`src/rtl/cell_stim_sequencer_if.sv`:
```
// Stimulus/response bundle between a characterization bench and the Gray-code
// cell stimulus sequencer. master = bench/cell side, slave = sequencer.
interface cell_stim_sequencer_if #(
   parameter int N_IN  = 3,
   parameter int CNT_W = 8
);
   logic                   START;
   logic [(1<<N_IN)-1:0]   TRUTH;
   logic                   DUT_Q;
   logic [N_IN-1:0]        STIM;
   logic                   BUSY;
   logic                   DONE;
   logic [CNT_W-1:0]       ERR_CNT;
   logic [CNT_W-1:0]       TOG_CNT;
   logic                   FAIL_VLD;
   logic [N_IN-1:0]        FAIL_VEC;

   modport master (
      output START, TRUTH, DUT_Q,
      input  STIM, BUSY, DONE, ERR_CNT, TOG_CNT, FAIL_VLD, FAIL_VEC
   );

   modport slave (
      input  START, TRUTH, DUT_Q,
      output STIM, BUSY, DONE, ERR_CNT, TOG_CNT, FAIL_VLD, FAIL_VEC
   );
endinterface

```
`src/rtl/cell_stim_sequencer.sv`:
```
// Sweeps all 2^N_IN input vectors of a combinational cell in Gray-code order,
// holding each for HOLD cycles, and scores the sampled output against TRUTH.
module cell_stim_sequencer #(
   parameter int N_IN  = 3,
   parameter int HOLD  = 4,
   parameter int CNT_W = 8
) (
   input logic                    CLK,
   input logic                    RSTB,
   cell_stim_sequencer_if.slave   bus
);
   localparam int HW = (HOLD > 2) ? $clog2(HOLD) : 1;
   localparam logic [HW-1:0]    HCNT_LAST = HW'(HOLD - 1);
   localparam logic [HW-1:0]    HCNT_ONE  = HW'(1);
   localparam logic [N_IN-1:0]  IDX_ONE   = N_IN'(1);
   localparam logic [CNT_W-1:0] CNT_ONE   = CNT_W'(1);

   typedef enum logic [1:0] {IDLE, RUN, FIN} state_t;

   state_t             state_q;
   logic [N_IN-1:0]    idx_q;
   logic [HW-1:0]      hcnt_q;
   logic               prev_q;
   logic [N_IN-1:0]    stim_q;
   logic               busy_q;
   logic               done_q;
   logic [CNT_W-1:0]   err_q;
   logic [CNT_W-1:0]   tog_q;
   logic               fvld_q;
   logic [N_IN-1:0]    fvec_q;

   logic [N_IN-1:0]    cur_vec;
   logic [N_IN-1:0]    idx_d;
   logic               mis;

   function automatic logic [N_IN-1:0] gray(input logic [N_IN-1:0] i);
      return i ^ (i >> 1);
   endfunction

   assign cur_vec = gray(idx_q);
   assign idx_d   = idx_q + IDX_ONE;
   assign mis     = (bus.DUT_Q != bus.TRUTH[cur_vec]);

   always_ff @(posedge CLK) begin
      if (!RSTB) begin
         state_q <= IDLE;
         idx_q   <= '0;
         hcnt_q  <= '0;
         prev_q  <= 1'b0;
         stim_q  <= '0;
         busy_q  <= 1'b0;
         done_q  <= 1'b0;
         err_q   <= '0;
         tog_q   <= '0;
         fvld_q  <= 1'b0;
         fvec_q  <= '0;
      end else begin
         done_q <= 1'b0;
         unique case (state_q)
            IDLE: begin
               if (bus.START) begin
                  state_q <= RUN;
                  idx_q   <= '0;
                  hcnt_q  <= '0;
                  stim_q  <= '0;
                  busy_q  <= 1'b1;
                  err_q   <= '0;
                  tog_q   <= '0;
                  fvld_q  <= 1'b0;
                  fvec_q  <= '0;
               end
            end
            RUN: begin
               if (hcnt_q != HCNT_LAST) begin
                  hcnt_q <= hcnt_q + HCNT_ONE;
               end else begin
                  // Sample edge: score this vector, then advance or finish.
                  hcnt_q <= '0;
                  prev_q <= bus.DUT_Q;
                  if (mis) begin
                     if (err_q != '1) err_q <= err_q + CNT_ONE;
                     if (!fvld_q) begin
                        fvld_q <= 1'b1;
                        fvec_q <= cur_vec;
                     end
                  end
                  if ((idx_q != '0) && (bus.DUT_Q != prev_q) && (tog_q != '1))
                     tog_q <= tog_q + CNT_ONE;
                  if (idx_q == '1) begin
                     state_q <= FIN;
                     stim_q  <= '0;
                     busy_q  <= 1'b0;
                     done_q  <= 1'b1;
                  end else begin
                     idx_q  <= idx_d;
                     stim_q <= gray(idx_d);
                  end
               end
            end
            FIN: state_q <= IDLE;
            default: state_q <= IDLE;
         endcase
      end
   end

   assign bus.STIM     = stim_q;
   assign bus.BUSY     = busy_q;
   assign bus.DONE     = done_q;
   assign bus.ERR_CNT  = err_q;
   assign bus.TOG_CNT  = tog_q;
   assign bus.FAIL_VLD = fvld_q;
   assign bus.FAIL_VEC = fvec_q;
endmodule

```
`src/flat_wrapper.sv`:
```
// flat-port wrapper written by rule: the top's interface ports become plain ports
module cell_stim_sequencer_flat 
#(
   parameter int N_IN  = 3,
   parameter int HOLD  = 4,
   parameter int CNT_W = 8
)
  (CLK, RSTB, bus_START, bus_TRUTH, bus_DUT_Q, bus_STIM, bus_BUSY, bus_DONE, bus_ERR_CNT, bus_TOG_CNT, bus_FAIL_VLD, bus_FAIL_VEC);
  cell_stim_sequencer_if #(.N_IN(N_IN), .CNT_W(CNT_W)) bus_i ();
  input logic CLK;
  input logic RSTB;
  input wire logic [$bits(bus_i.START)-1:0] bus_START;
  input wire logic [$bits(bus_i.TRUTH)-1:0] bus_TRUTH;
  input wire logic [$bits(bus_i.DUT_Q)-1:0] bus_DUT_Q;
  output wire logic [$bits(bus_i.STIM)-1:0] bus_STIM;
  output wire logic [$bits(bus_i.BUSY)-1:0] bus_BUSY;
  output wire logic [$bits(bus_i.DONE)-1:0] bus_DONE;
  output wire logic [$bits(bus_i.ERR_CNT)-1:0] bus_ERR_CNT;
  output wire logic [$bits(bus_i.TOG_CNT)-1:0] bus_TOG_CNT;
  output wire logic [$bits(bus_i.FAIL_VLD)-1:0] bus_FAIL_VLD;
  output wire logic [$bits(bus_i.FAIL_VEC)-1:0] bus_FAIL_VEC;
  assign bus_i.START = bus_START;
  assign bus_i.TRUTH = bus_TRUTH;
  assign bus_i.DUT_Q = bus_DUT_Q;
  assign bus_STIM = bus_i.STIM;
  assign bus_BUSY = bus_i.BUSY;
  assign bus_DONE = bus_i.DONE;
  assign bus_ERR_CNT = bus_i.ERR_CNT;
  assign bus_TOG_CNT = bus_i.TOG_CNT;
  assign bus_FAIL_VLD = bus_i.FAIL_VLD;
  assign bus_FAIL_VEC = bus_i.FAIL_VEC;
  cell_stim_sequencer #(.N_IN(N_IN), .HOLD(HOLD), .CNT_W(CNT_W)) u_core (.CLK(CLK), .RSTB(RSTB), .bus(bus_i));
endmodule
```
`config.mk`:
```
export PLATFORM = sky130hd
export DESIGN_NAME = cell_stim_sequencer_flat
export DESIGN_NICKNAME = d
export VERILOG_FILES = /design/src/rtl/cell_stim_sequencer_if.sv /design/src/rtl/cell_stim_sequencer.sv /design/src/flat_wrapper.sv
export SDC_FILE = /design/constraint.sdc
export NUM_CORES = 1
export LEC_CHECK = 0
export BUFFER_PORTS_ARGS = -buffer_cell sky130_fd_sc_hd__buf_2
export CORE_MARGIN = 2
export CORE_UTILIZATION = 35
export CTS_BUF_LIST = sky130_fd_sc_hd__clkbuf_8
export DETAILED_ROUTE_END_ITERATION = 6
export PLACE_DENSITY = 0.57
export SLEW_MARGIN = 20
export SYNTH_ARGS = -nofsm -noshare
export SYNTH_HDL_FRONTEND = slang
export SYNTH_SLANG_ARGS = --single-unit
```
`constraint.sdc`:
```
create_clock -name CLK -period 4.6 [get_ports CLK]
set_input_delay 1.15 -clock CLK [delete_from_list [all_inputs] [get_ports CLK]]
set_output_delay 1.15 -clock CLK [all_outputs]
set_load 0.02 [all_outputs]
```
* Word-level counts from Yosys, hierarchy flattened
Index checks and enable logic that the tools add are counted.
** Operators by class
- $add $sub $neg :: 4
- $lt $le $gt $ge :: 1
- Equality and inequality tests :: 15
- Mux-type cells :: 37
- Bitwise logic cells :: 5
- Reduce and logical (&&, ||, !) cells :: 16
** Operators by type and width (count)
- $mux W8 :: 6
- $pmux W8 S2 :: 2
- $mux W3 :: 8
- $pmux W3 S2 :: 3
- $add A8 B1 Y8 const B :: 2
- $ne A8 B8 Y1 const B :: 2
- $reduce_and A4 Y1 :: 4
- $mux W2 :: 5
- $ne A2 B2 Y1 const B :: 5
- $reduce_and A5 Y1 :: 2
- $mux W1 :: 8
- $ne A2 B1 Y1 const B :: 4
- $pmux W2 S2 :: 2
- $reduce_and A3 Y1 :: 2
- $xor A3 B2 Y3 :: 2
- $lt A3 B4 Y1 const B :: 1
- $pmux W1 S2 :: 2
- $reduce_and A2 Y1 :: 2
- $add A3 B1 Y3 const B :: 1
- $bmux W1 S3 :: 1
- $eq A3 B3 Y1 const B :: 1
- $not A1 Y1 :: 3
- $reduce_bool A3 Y1 :: 1
- $reduce_or A3 Y1 :: 1
- other kinds (6) :: 8
** Storage, ports and cells
- Flip-flop bits (word level) :: 33
- Output and inout port bits :: 25

* Depth between registers and ports, before layout
Gate-level depths: netlist of run 1.
- Word-level depth :: 7
- Gate-level depth with buffers :: 8
- Gate-level depth less buffers :: 7

* Worst setup path after synthesis of run 1
OpenSTA, ideal clock, no wires.
- Path kind :: input -> register
- From :: input port bus_TRUTH[5]
- To :: register u_core.err_q[4] (netlist: u_core.bus.ERR_CNT[4])
- Library setup time :: 0.079 ns
- Data arrival time :: 2.513 ns
- Required time :: 4.521 ns
- Setup slack :: 2.008 ns
- Stages :: 5
- Path buffers :: 0
- Cells stage by stage :: mux4_2 mux2_4 mux2i_2 or3_1 o211ai_1
** On the way
- Longest elaborated chain between the ends :: 5
** Ends and longest elaborated chain
- from (decl) :: line flat_wrapper.sv:13 : input wire logic [$bits(bus_i.TRUTH)-1:0] bus_TRUTH;
- $bmux W1 S3 :: line cell_stim_sequencer.sv:42 : assign mis = (bus.DUT_Q != bus.TRUTH[cur_vec]);
- $mux W1 (not written as such) :: line cell_stim_sequencer.sv:42
- $ne A1 B1 Y1 :: line cell_stim_sequencer.sv:42
- $ne A2 B1 Y1 (no line)
- $reduce_and A5 Y1 (no line)
- to (signal assigned) :: line cell_stim_sequencer.sv:81 : if (err_q != '1) err_q <= err_q + CNT_ONE;
- to (decl) :: line cell_stim_sequencer.sv:27 : logic [CNT_W-1:0] err_q;
Every way passes these cells. The select of a mux whose other input is x is not followed.
A chain may end at the register's enable or synchronous reset.

==> flow_metrics.env, run 1 <==
export IMPL_status="finished clean"
export IMPL_period_share=0.616
export IMPL_initial_utilization=0.369
export IMPL_crit_slowest_cell="a2111oi_0"
export IMPL_fmax_mhz=353
export IMPL_grt_overflow=0
export IMPL_rsz0062_at_grt="false"
export IMPL_cp_end_kind="flip-flop"
export IMPL_fin_area_sq_um=2080
export IMPL_clk_pin_slew_ns=0.07
export IMPL_critical_path_class="input port to flip-flop"
export IMPL_layout_nets=252
export IMPL_seqPwrFrac=0.523
export IMPL_ys_flop_type="dfxtp_1"
export IMPL_cts_tree="built"
export IMPL_grt_max_degree=19
export IMPL_synth_top_area_cell="dfxtp_1"
export IMPL_layout_commonest_cell="buf_2"
export IMPL_antenna_left=0
export IMPL_routed_wirelength_mm=3.99
export IMPL_postCtsSetupBuffers=0
export IMPL_ys_seq_area_frac=0.372
export IMPL_drive_gt1_frac=0.244
export IMPL_synth_area_leaders="dfxtp_1, nand2_1, ha_1"
export IMPL_gr_usage_met1=0.203
export IMPL_rows=25
export IMPL_cap_violations=0
export IMPL_cts_buffer_depth=2
export IMPL_fillers=518
export IMPL_placed_cell_area_sq_um=2000
export IMPL_cts_hold_buffers=0
export IMPL_synth_edf_count=0
export IMPL_yosys_area_share_simple=0.239
export IMPL_synth_top_family_by_area="simple AND/OR/NAND/NOR gates"
export IMPL_drt_iter0_drc=69
export IMPL_first_pass_iters=4
export IMPL_leakage_nw=0.833
export IMPL_swShare=0.243
export IMPL_slew_headroom=0.666
export IMPL_finalClockSkew_ns=0.00828
export IMPL_clock_sinks=33
export IMPL_dieArea_sq_um=5660
export IMPL_fin_cells=301
export IMPL_grt_pass1_vias=1389
export IMPL_avgRoutedWirePerCell_um=13.2
export IMPL_setup_viol=0
export IMPL_synth_area_sq_um=1780
export IMPL_synth_adder_area_share=0.0423
export IMPL_synth_top_area_share=0.372
export IMPL_globalplace_congestion=0.735
export IMPL_diodes=0
export IMPL_yosysWarningCount=0
export IMPL_globalRouteMet2Util=0.235
export IMPL_hold_viol_final=0
export IMPL_crit_chain="buf_2, clkinv_1, a2111oi_0, mux2i_2, or3_1, o211ai_1"
export IMPL_cts_buffers_inserted=5
export IMPL_cts_max_level=2
export IMPL_clock_latency_ns=0.28
export IMPL_power_frac_clock=0.390
export IMPL_core_region_area_sq_um=4820
export IMPL_grt_usage=0.153
export IMPL_dr_total_vias=1561
export IMPL_ctsRootBufferMaster="clkbuf_8"
export IMPL_syn2layout_area_growth_pct=17.3
export IMPL_max_stage_delay_ns=0.60
export IMPL_grt_pass1_wl_mm=6.48
export IMPL_grt_met3_usage=0.0455
export IMPL_finalSetupTns_ns=0
export IMPL_cts_repair_resized=0
export IMPL_comb_power_share=0.087
export IMPL_synthCells=198
export IMPL_cellPowerDensity_nw_per_um2=268
export IMPL_synth_compound_area_frac=0.173
export IMPL_start_kind="input port"
export IMPL_drc=0
export IMPL_report_final_slew_viol_count=0
export IMPL_port_buffers=36
export IMPL_antenna_found_initial=0
export IMPL_synthArstFlopShare=0
export IMPL_routed_via_density=5.19
export IMPL_ir_drop_uv=165
export IMPL_synth_area_mux_share=0.0613
export IMPL_synth_cell_type_count=50
export IMPL_ios=37
export IMPL_placed_cells=294
export IMPL_p_int_w=0.000422
export IMPL_busiest_layer="met2"
export IMPL_ys_ff_latch=33
export IMPL_tightest_slew_ns=0.488
export IMPL_mostFrequentLayoutCells="buf_2, dfxtp_1, nand2_1, nor2_1, a21oi_1"
export IMPL_worst_path_max_fanout=18
export IMPL_avgSynthCellArea_sq_um=8.97
export IMPL_place_hpwl_mm=2.94
export IMPL_period_minus_slack_ns=2.83
export IMPL_synth_fp_nets=216
export IMPL_fp_dieH_um=75.2
export IMPL_dieWidth_um=75.2
export IMPL_worstPathArrival_ns=3.05
export IMPL_switching_power_w=0.000136
export IMPL_min_path_type="flip-flop to flip-flop"
export IMPL_synth_xor_area_share=0.0648
export IMPL_critPathRequiredTime_ns=4.81
logic make-up (layout without fill, tap and decap cells):
kind of cell / Yosys count / count (layout)
adders and majority gates: 6 / 6
muxes: 7 / 7
xor gates and xnor gates: 11 / 11
DFF: 33 / 33
buffers and inverters: 16 / 52
and+or+nand+nor: 85 / 85
AOI/OAI and AO/OA: 40 / 40
registers in the layout (all words and copies together), names as in the netlist:
register,cells
u_core.bus.ERR_CNT,8
u_core.bus.TOG_CNT,8
u_core.bus.FAIL_VEC,3
u_core.bus.STIM,3
u_core.idx_q,3
u_core.hcnt_q,2
u_core.state_q,2
u_core.bus.BUSY,1
u_core.bus.DONE,1
u_core.bus.FAIL_VLD,1
u_core.prev_q,1
stage by stage:
stage | utilization | hold WS [ns] | power [W] | worst slack [ns]
3_3_place_gp | 0.414 | 0.452 | 0.000347 | 1.50
4_1_cts | 0.432 | 0.463 | 0.000564 | 1.76
2_1_floorplan | - | 0.448 | 0.000333 | 2.01
5_1_grt | 0.432 | 0.493 | 0.000583 | 1.53
3_5_place_dp | 0.414 | 0.446 | 0.000347 | 1.46
6_report | 0.432 | 0.454 | 0.000558 | 1.77
cell type report:
type,instances,area [sq um],share of cell area
flip-flops and latches,33,661,0.317
clock buffers,6,82.6,0.0397
clock inverters,1,3.75,0.00180
repair buffers,38,195,0.0937
well taps,67,83.8,0.0403
inverters,7,26.3,0.0126
multi-input cells,149,1030,0.495
worst paths after layout:
check,start,end,slack (ns),cells past startpoint
hold / removal,u_core.bus.STIM[2],u_core.bus.STIM[2],0.45,2
hold reg to reg,u_core.bus.STIM[2],u_core.bus.STIM[2],0.45,2
setup / recovery,RSTB,u_core.bus.ERR_CNT[4],1.77,6
setup reg to reg,u_core.idx_q[1],u_core.bus.ERR_CNT[4],2.06,7
routing by layer:
metal  up-vias  part of all wire
met1       732              0.49
met5         -                 0
met4         0             0.013
met2        28              0.45
li1        796                 -
met3         5             0.046
cells in the mapped netlist (3+ instances only):
| library cell | instances |
|---|---|
| and2_1 | 3 |
| nand3_1 | 6 |
| nand4_1 | 9 |
| inv_1 | 6 |
| ha_1 | 6 |
| a21oi_1 | 10 |
| xnor2_1 | 7 |
| a22oi_1 | 4 |
| dfxtp_1 | 33 |
| a211oi_1 | 4 |
| nor3_1 | 4 |
| a32oi_1 | 3 |
| nor2_1 | 20 |
| o21ai_1 | 3 |
| and3_1 | 4 |
| xor2_1 | 3 |
| nand2_1 | 24 |
| nand2b_1 | 4 |
| a2111oi_0 | 3 |
worst max-delay path, delay by kind of cell:
kind / cells / cell delay [ns]
compound gates: 2 / 0.68
mux: 1 / 0.20
simple gates: 1 / 0.34
buf+inv: 2 / 0.66
power groups by stage:
stage	logic, W	registers [W]	clock network, W
after floorplan	0.0000347	0.000298	0
after global routing	0.0000538	0.000292	0.000237
after detailed placement	0.0000489	0.000298	0
after global placement	0.0000488	0.000298	0
final	0.0000485	0.000292	0.000218
after CTS	0.0000492	0.000292	0.000224
(Power assumes the default switching activity.)
==> run 2, diff against run 1 <==
Settings changed: ABC_AREA set to 1, PLACE_DENSITY 0.57 to 0.59.
Clock period 4.6 ns to 2.59 ns, I/O delays scaled along.
==> run 2 against run 1 <==
Synthesized cell count rose by 41%. Utilization is 0.080 points lower. Cell count rose by 30%. Die area up 4.7%. Power increased by 120%. Critical path depth up 5. Count of clock-buffer cells in the layout rose by 1. Worst setup slack worse by 1.3 ns. Area after synthesis is 4.9% higher. Sequential cell count unchanged. Clock power grew 95%. Clock skew decreased by 0.0029 ns. Critical endpoint unchanged.
==> flow_metrics.env, run 2 <==
export IMPL_ys_flop_type="dfxtp_1"
export IMPL_synth_area_leaders="dfxtp_1, nand2_1, inv_1"
export IMPL_fp_dieH_um=77.0
export IMPL_netlist_top_cells_count="nand2_1, inv_1, dfxtp_1, nor2_1, a21oi_1"
export IMPL_port_buffers=36
export IMPL_ys_seq_area_frac=0.355
export IMPL_yosysMostFrequentCell="nand2_1"
export IMPL_final_util=0.431
export IMPL_place_hpwl_mm=3.15
export IMPL_yosysWarningCount=0
export IMPL_reg2reg_slack_ns=0.42
export IMPL_seqPwrFrac=0.450
export IMPL_grt_pass1_vias=1687
export IMPL_rsz0062_at_grt="false"
export IMPL_slew_headroom=0.731
export IMPL_postCtsSetupBuffers=0
export IMPL_grt_max_degree=16
export IMPL_clock_sinks=33
export IMPL_core_region_area_sq_um=5110
export IMPL_dr_total_vias=1760
export IMPL_avgSynthCellArea_sq_um=6.65
export IMPL_cap_violations=0
export IMPL_ir_drop_uv=370
export IMPL_critical_path_class="flip-flop to flip-flop"
export IMPL_cts_repair_resized=0
export IMPL_rows=26
export IMPL_power_frac_clock=0.347
export IMPL_switching_power_w=0.000372
export IMPL_first_pass_iters=5
export IMPL_syn2layout_area_growth_pct=18.3
export IMPL_period_share=0.837
export IMPL_dieArea_sq_um=5920
export IMPL_r2r_start="u_core.idx_q[1]"
export IMPL_reg2reg_depth=11
export IMPL_crit_slowest_cell="ha_1"
export IMPL_cp_end_kind="flip-flop"
export IMPL_antenna_found_initial=0
export IMPL_synth_edf_count=0
export IMPL_leakage_nw=1.11
export IMPL_worstPathArrival_ns=2.35
export IMPL_tightest_slew_ns=0.403
export IMPL_cts_hold_buffers=0
export IMPL_grt_usage=0.151
export IMPL_ctsRootBufferMaster="clkbuf_8"
export IMPL_setup_viol=0
export IMPL_layout_commonest_cell="nand2_1"
export IMPL_hp_start="u_core.bus.STIM[2]"
export IMPL_fmax_mhz=461
export IMPL_clk_pin_slew_ns=0.07
export IMPL_synth_top_area_share=0.355
export IMPL_max_stage_delay_ns=0.55
export IMPL_report_final_slew_viol_count=0
export IMPL_drt_iter0_drc=72
export IMPL_finalClockSkew_ns=0.00536
export IMPL_avgRoutedWirePerCell_um=10.6
export IMPL_worst_slack_ns=0.423
export IMPL_globalplace_congestion=0.814
export IMPL_cellPowerDensity_nw_per_um2=557
export IMPL_ys_ff_latch=33
export IMPL_synth_cell_type_count=28
export IMPL_grt_overflow=0
export IMPL_swShare=0.303
export IMPL_pre_cts_ws_ns=0.395
export IMPL_synth_fp_nets=298
export IMPL_comb_power_share=0.202
export IMPL_finalSetupTns_ns=0
export IMPL_drc=0
export IMPL_cts_tree="built"
export IMPL_p_int_w=0.000856
export IMPL_reg2reg_to="u_core.bus.ERR_CNT[4]"
export IMPL_cts_buffers_inserted=5
export IMPL_dieWidth_um=77.0
export IMPL_start_kind="flip-flop"
export IMPL_hold_depth=2
export IMPL_critPathRequiredTime_ns=2.77
export IMPL_synth_top_area_cell="dfxtp_1"
export IMPL_diodes=0
export IMPL_min_path_type="flip-flop to flip-flop"
export IMPL_ios=37
export IMPL_cts_max_level=2
export IMPL_period_minus_slack_ns=2.17
export IMPL_clock_latency_ns=0.28
export IMPL_layout_nets=337
export IMPL_min_to="u_core.bus.STIM[2]"
export IMPL_hold_viol_final=0
export IMPL_cts_buffer_depth=2
export IMPL_crit_chain="inv_1, ha_1, nand2_1, nand3_2, nand2_2, inv_2, nand3_2, nand3_4, nand3_2, a21oi_1, nor2_1"
export IMPL_cp_common_cell="nand3_2"
export IMPL_initial_utilization=0.365
export IMPL_status="finished clean"
export IMPL_drive_gt1_frac=0.200
export IMPL_synthArstFlopShare=0
export IMPL_mostFrequentLayoutCells="nand2_1, inv_1, buf_2, nor2_1, dfxtp_1"
export IMPL_worst_path_max_fanout=11
export IMPL_grt_pass1_wl_mm=7.38
export IMPL_routed_via_density=4.51
export IMPL_synth_area_sq_um=1860
export IMPL_antenna_left=0
export IMPL_synthCells=280
export IMPL_routed_wirelength_mm=4.14
-- run 2: cell types whose count changed after synthesis, moves of 7 or more --
cell     previous run  this run
nand2_1            24        73
a21oi_1            10        25
o21ai_0             0         9
nand3_1             6        16
nor2_1             20        33
xnor2_1             7         0
inv_1               6        44
-- run 2: final cells by class --
cell class                      count  area [sq um]
Clock buffer                        7          96.3
Clock inverter                      1          5.00
Fill cell                         575          2900
Inverter                           47           184
Multi-Input combinational cell    194           975
Sequential cell                    33           661
Tap cell                           70          87.6
Timing Repair Buffer               38           195
-- run 2: metal layers --
| layer | vias up | routed length (um) | global-route usage |
|---|---|---|---|
| met2 | 37 | 1890 | 0.258 |
| met1 | 763 | 2040 | 0.190 |
| met5 | - | 0 | 0 |
| met4 | 0 | 25 | 0.0382 |
| met3 | 2 | 179 | 0.0353 |
| li1 | 958 | - | - |
-- run 2: cell families (layout without fill, tap and decap cells) --
| group | count (synthesis) | after routing | share of synthesized area |
|---|---|---|---|
| flip-flops | 33 | 33 | 0.355 |
| XOR/XNOR | 2 | 2 | 0.00940 |
| buffers and inverters | 53 | 93 | 0.122 |
| adder cells (fa/ha/maj) | 6 | 6 | 0.0403 |
| AO/OA/AOI/OAI | 38 | 38 | 0.110 |
| AND/OR/NAND/NOR | 148 | 148 | 0.363 |
-- run 2: worst max-delay path by stage --
| stage | cells after the start | endpoint | slack (ns) | from |
|---|---|---|---|---|
| after global placement | 11 | u_core.bus.ERR_CNT[6] | 0.47 | u_core.idx_q[1] |
| after CTS | 11 | u_core.bus.ERR_CNT[3] | 0.41 | u_core.idx_q[1] |
| after floorplan | 14 | u_core.bus.ERR_CNT[4] | 0.74 | u_core.idx_q[1] |
| after detailed placement | 11 | u_core.bus.ERR_CNT[3] | 0.39 | u_core.idx_q[1] |
| after global routing | 11 | u_core.bus.ERR_CNT[4] | 0.15 | u_core.idx_q[1] |
| final | 11 | u_core.bus.ERR_CNT[4] | 0.42 | u_core.idx_q[1] |
-- run 2: power groups by stage --
| stage | combinational, W | sequential [W] | clock, W |
|---|---|---|---|
| finish | 0.000248 | 0.000553 | 0.000426 |
| global route | 0.000282 | 0.000557 | 0.000461 |
| CTS | 0.000251 | 0.000553 | 0.000440 |
| detailed placement | 0.000250 | 0.000565 | 0 |
| global placement | 0.000250 | 0.000564 | 0 |
| floorplan | 0.000173 | 0.000585 | 0 |
-- run 2: per-stage QoR --
step	hold WS, ns	power, W	cell area (sq um)	cells
2_1_floorplan	0.443	0.000758	1860	280
3_3_place_gp	0.446	0.000814	2100	382
3_5_place_dp	0.452	0.000815	2100	382
4_1_cts	0.463	0.00124	2200	390
5_1_grt	0.502	0.00130	2200	390
6_report	0.465	0.00123	2200	390
-- run 2: critical path: cells and delay by family, from the launching register on --
kind            cells  cell delay [ns]
simple gates        7             0.76
fa+ha+maj           1             0.55
flops               1             0.40
compound gates      1             0.19
buf+inv             2             0.17
==> run 3, diff against run 2 <==
Clock period 2.59 ns to 1.9 ns, I/O delays scaled along.
==> run 3 against run 2 <==
Cell count grew 1.8%. Maximum frequency grew 23%. Count of clock-buffer cells in the layout shrank 2. Largest power group unchanged.
==> flow_metrics.env, run 3 (synthesized netlist as in run 2, its figures left out) <==
export IMPL_cts_hold_buffers=0
export IMPL_fp_dieH_um=77.0
export IMPL_min_path_type="flip-flop to flip-flop"
export IMPL_diodes=0
export IMPL_critical_path_class="flip-flop to flip-flop"
export IMPL_finalClockSkew_ns=0.00302
export IMPL_cts_tree="built"
export IMPL_worst_slack_ns=0.142
export IMPL_core_region_area_sq_um=5110
export IMPL_crit_slowest_cell="ha_4"
export IMPL_cp_common_cell="nand2_1"
export IMPL_slew_headroom=0.779
export IMPL_period_minus_slack_ns=1.76
export IMPL_grt_max_degree=17
export IMPL_grt_overflow=0
export IMPL_max_stage_delay_ns=0.34
export IMPL_busiest_layer="met2"
export IMPL_hold_viol_final=0
export IMPL_fillers=545
export IMPL_first_pass_iters=4
export IMPL_crit_chain="inv_1, ha_4, inv_8, nand2_1, nand2_1, nand2_1, nand2_1, o21ai_2, nand3_4, buf_4, a21oi_1, nor2_1"
export IMPL_worst_path_buf_inv=3
export IMPL_fin_area_sq_um=2270
export IMPL_grt_met3_usage=0.0376
export IMPL_worstPathArrival_ns=1.94
export IMPL_leakage_nw=1.15
export IMPL_tightest_slew_ns=0.331
export IMPL_ios=37
export IMPL_drt_iter0_drc=91
export IMPL_dieWidth_um=77.0
export IMPL_routed_wirelength_mm=4.22
export IMPL_placed_cell_area_sq_um=2160
export IMPL_cts_max_level=2
export IMPL_cp_end_kind="flip-flop"
export IMPL_ctsRootBufferMaster="clkbuf_8"
export IMPL_worst_path_max_fanout=8
export IMPL_cts_buffer_depth=2
export IMPL_critPathRequiredTime_ns=2.08
export IMPL_rows=26
export IMPL_initial_utilization=0.365
export IMPL_routed_via_density=4.54
export IMPL_port_buffers=36
export IMPL_pre_cts_ws_ns=-0.0597
export IMPL_clk_pin_slew_ns=0.06
export IMPL_drc=0
export IMPL_fmax_mhz=569
export IMPL_grt_pass1_wl_mm=7.24
export IMPL_globalRouteMet2Util=0.252
export IMPL_layout_nets=346
export IMPL_gr_usage_met1=0.192
export IMPL_layout_commonest_cell="nand2_1"
export IMPL_report_final_slew_viol_count=0
export IMPL_antenna_left=0
export IMPL_start_kind="flip-flop"
export IMPL_ir_drop_uv=316
export IMPL_avgRoutedWirePerCell_um=10.6
export IMPL_dieArea_sq_um=5920
export IMPL_cellPowerDensity_nw_per_um2=716
export IMPL_rsz0062_at_grt="false"
export IMPL_drive_gt1_frac=0.223
export IMPL_clock_sinks=33
export IMPL_grt_usage=0.154
export IMPL_status="finished clean"
export IMPL_grt_pass1_vias=1645
export IMPL_cpLargestDelayFamily="simple AND/OR/NAND/NOR gates"
export IMPL_dr_total_vias=1801
export IMPL_setup_viol=0
export IMPL_clock_latency_ns=0.28
export IMPL_place_hpwl_mm=3.09
export IMPL_period_share=0.925
export IMPL_globalplace_congestion=0.795
export IMPL_antenna_found_initial=0
export IMPL_cap_violations=0
export IMPL_cts_buffers_inserted=5
export IMPL_mostFrequentLayoutCells="nand2_1, inv_1, buf_2, dfxtp_1, nor2_1"
export IMPL_final_util=0.444
export IMPL_syn2layout_area_growth_pct=21.8
==> run 3: final timing paths <==
| path | slack (ns) | cells after the start | end | from |
|---|---|---|---|---|
| max | 0.14 | 12 | u_core.bus.FAIL_VLD | u_core.idx_q[1] |
| min | 0.46 | 2 | u_core.bus.TOG_CNT[4] | u_core.bus.TOG_CNT[4] |
| max reg2reg | 0.14 | 12 | u_core.bus.FAIL_VLD | u_core.idx_q[1] |
| min reg2reg | 0.46 | 2 | u_core.bus.TOG_CNT[4] | u_core.bus.TOG_CNT[4] |
==> run 3: power by group <==
part / internal, W / total, W / switching (W) / leakage (nW)
registers: 0.000726 / 0.000750 / 0.0000246 / 0.269
logic: 0.000145 / 0.000384 / 0.000239 / 0.837
clock network: 0.000241 / 0.000489 / 0.000248 / 0.0399
==> run 3: tightest hold or removal path, stage by stage (launching register included) <==
cell and delay [ns]:
dfxtp_1 0.32, inv_1 0.05, a21oi_1 0.05
==> run 3: final cells by class <==
class                   instances  area (sq um)  area share
clock buffers                   5          68.8      0.0303
flip-flops and latches         33           661       0.291
clock inverters                 1          5.00     0.00221
inverters                      47           184      0.0811
repair buffers                 46           255       0.113
well taps                      70          87.6      0.0386
multi-input cells             195          1010       0.444
==> run 3: metal layers <==
metal | wire length (um) | up-vias
li1 | - | 984
met1 | 2090 | 776
met2 | 1880 | 36
met3 | 179 | 5
met4 | 65 | 0
met5 | 0 | -
==> run 3: through the flow <==
step,hold WS (ns),std cells,power (W),setup TNS (ns)
after detailed placement,0.446,390,0.00114,-0.227
after global routing,0.485,397,0.00173,0
after global placement,0.445,390,0.00113,-0.0156
final,0.457,397,0.00162,0
after floorplan,0.443,280,0.00103,0
after CTS,0.456,396,0.00164,0
==> run 3: repair_timing <==
item / 4_1_cts / 5_1_grt
cloned: 0 / 1
pin swaps: 0 / 3
setup buffers: 0 / 0
setup endpoints to repair: 8 / 11
resized for setup: 1 / 3
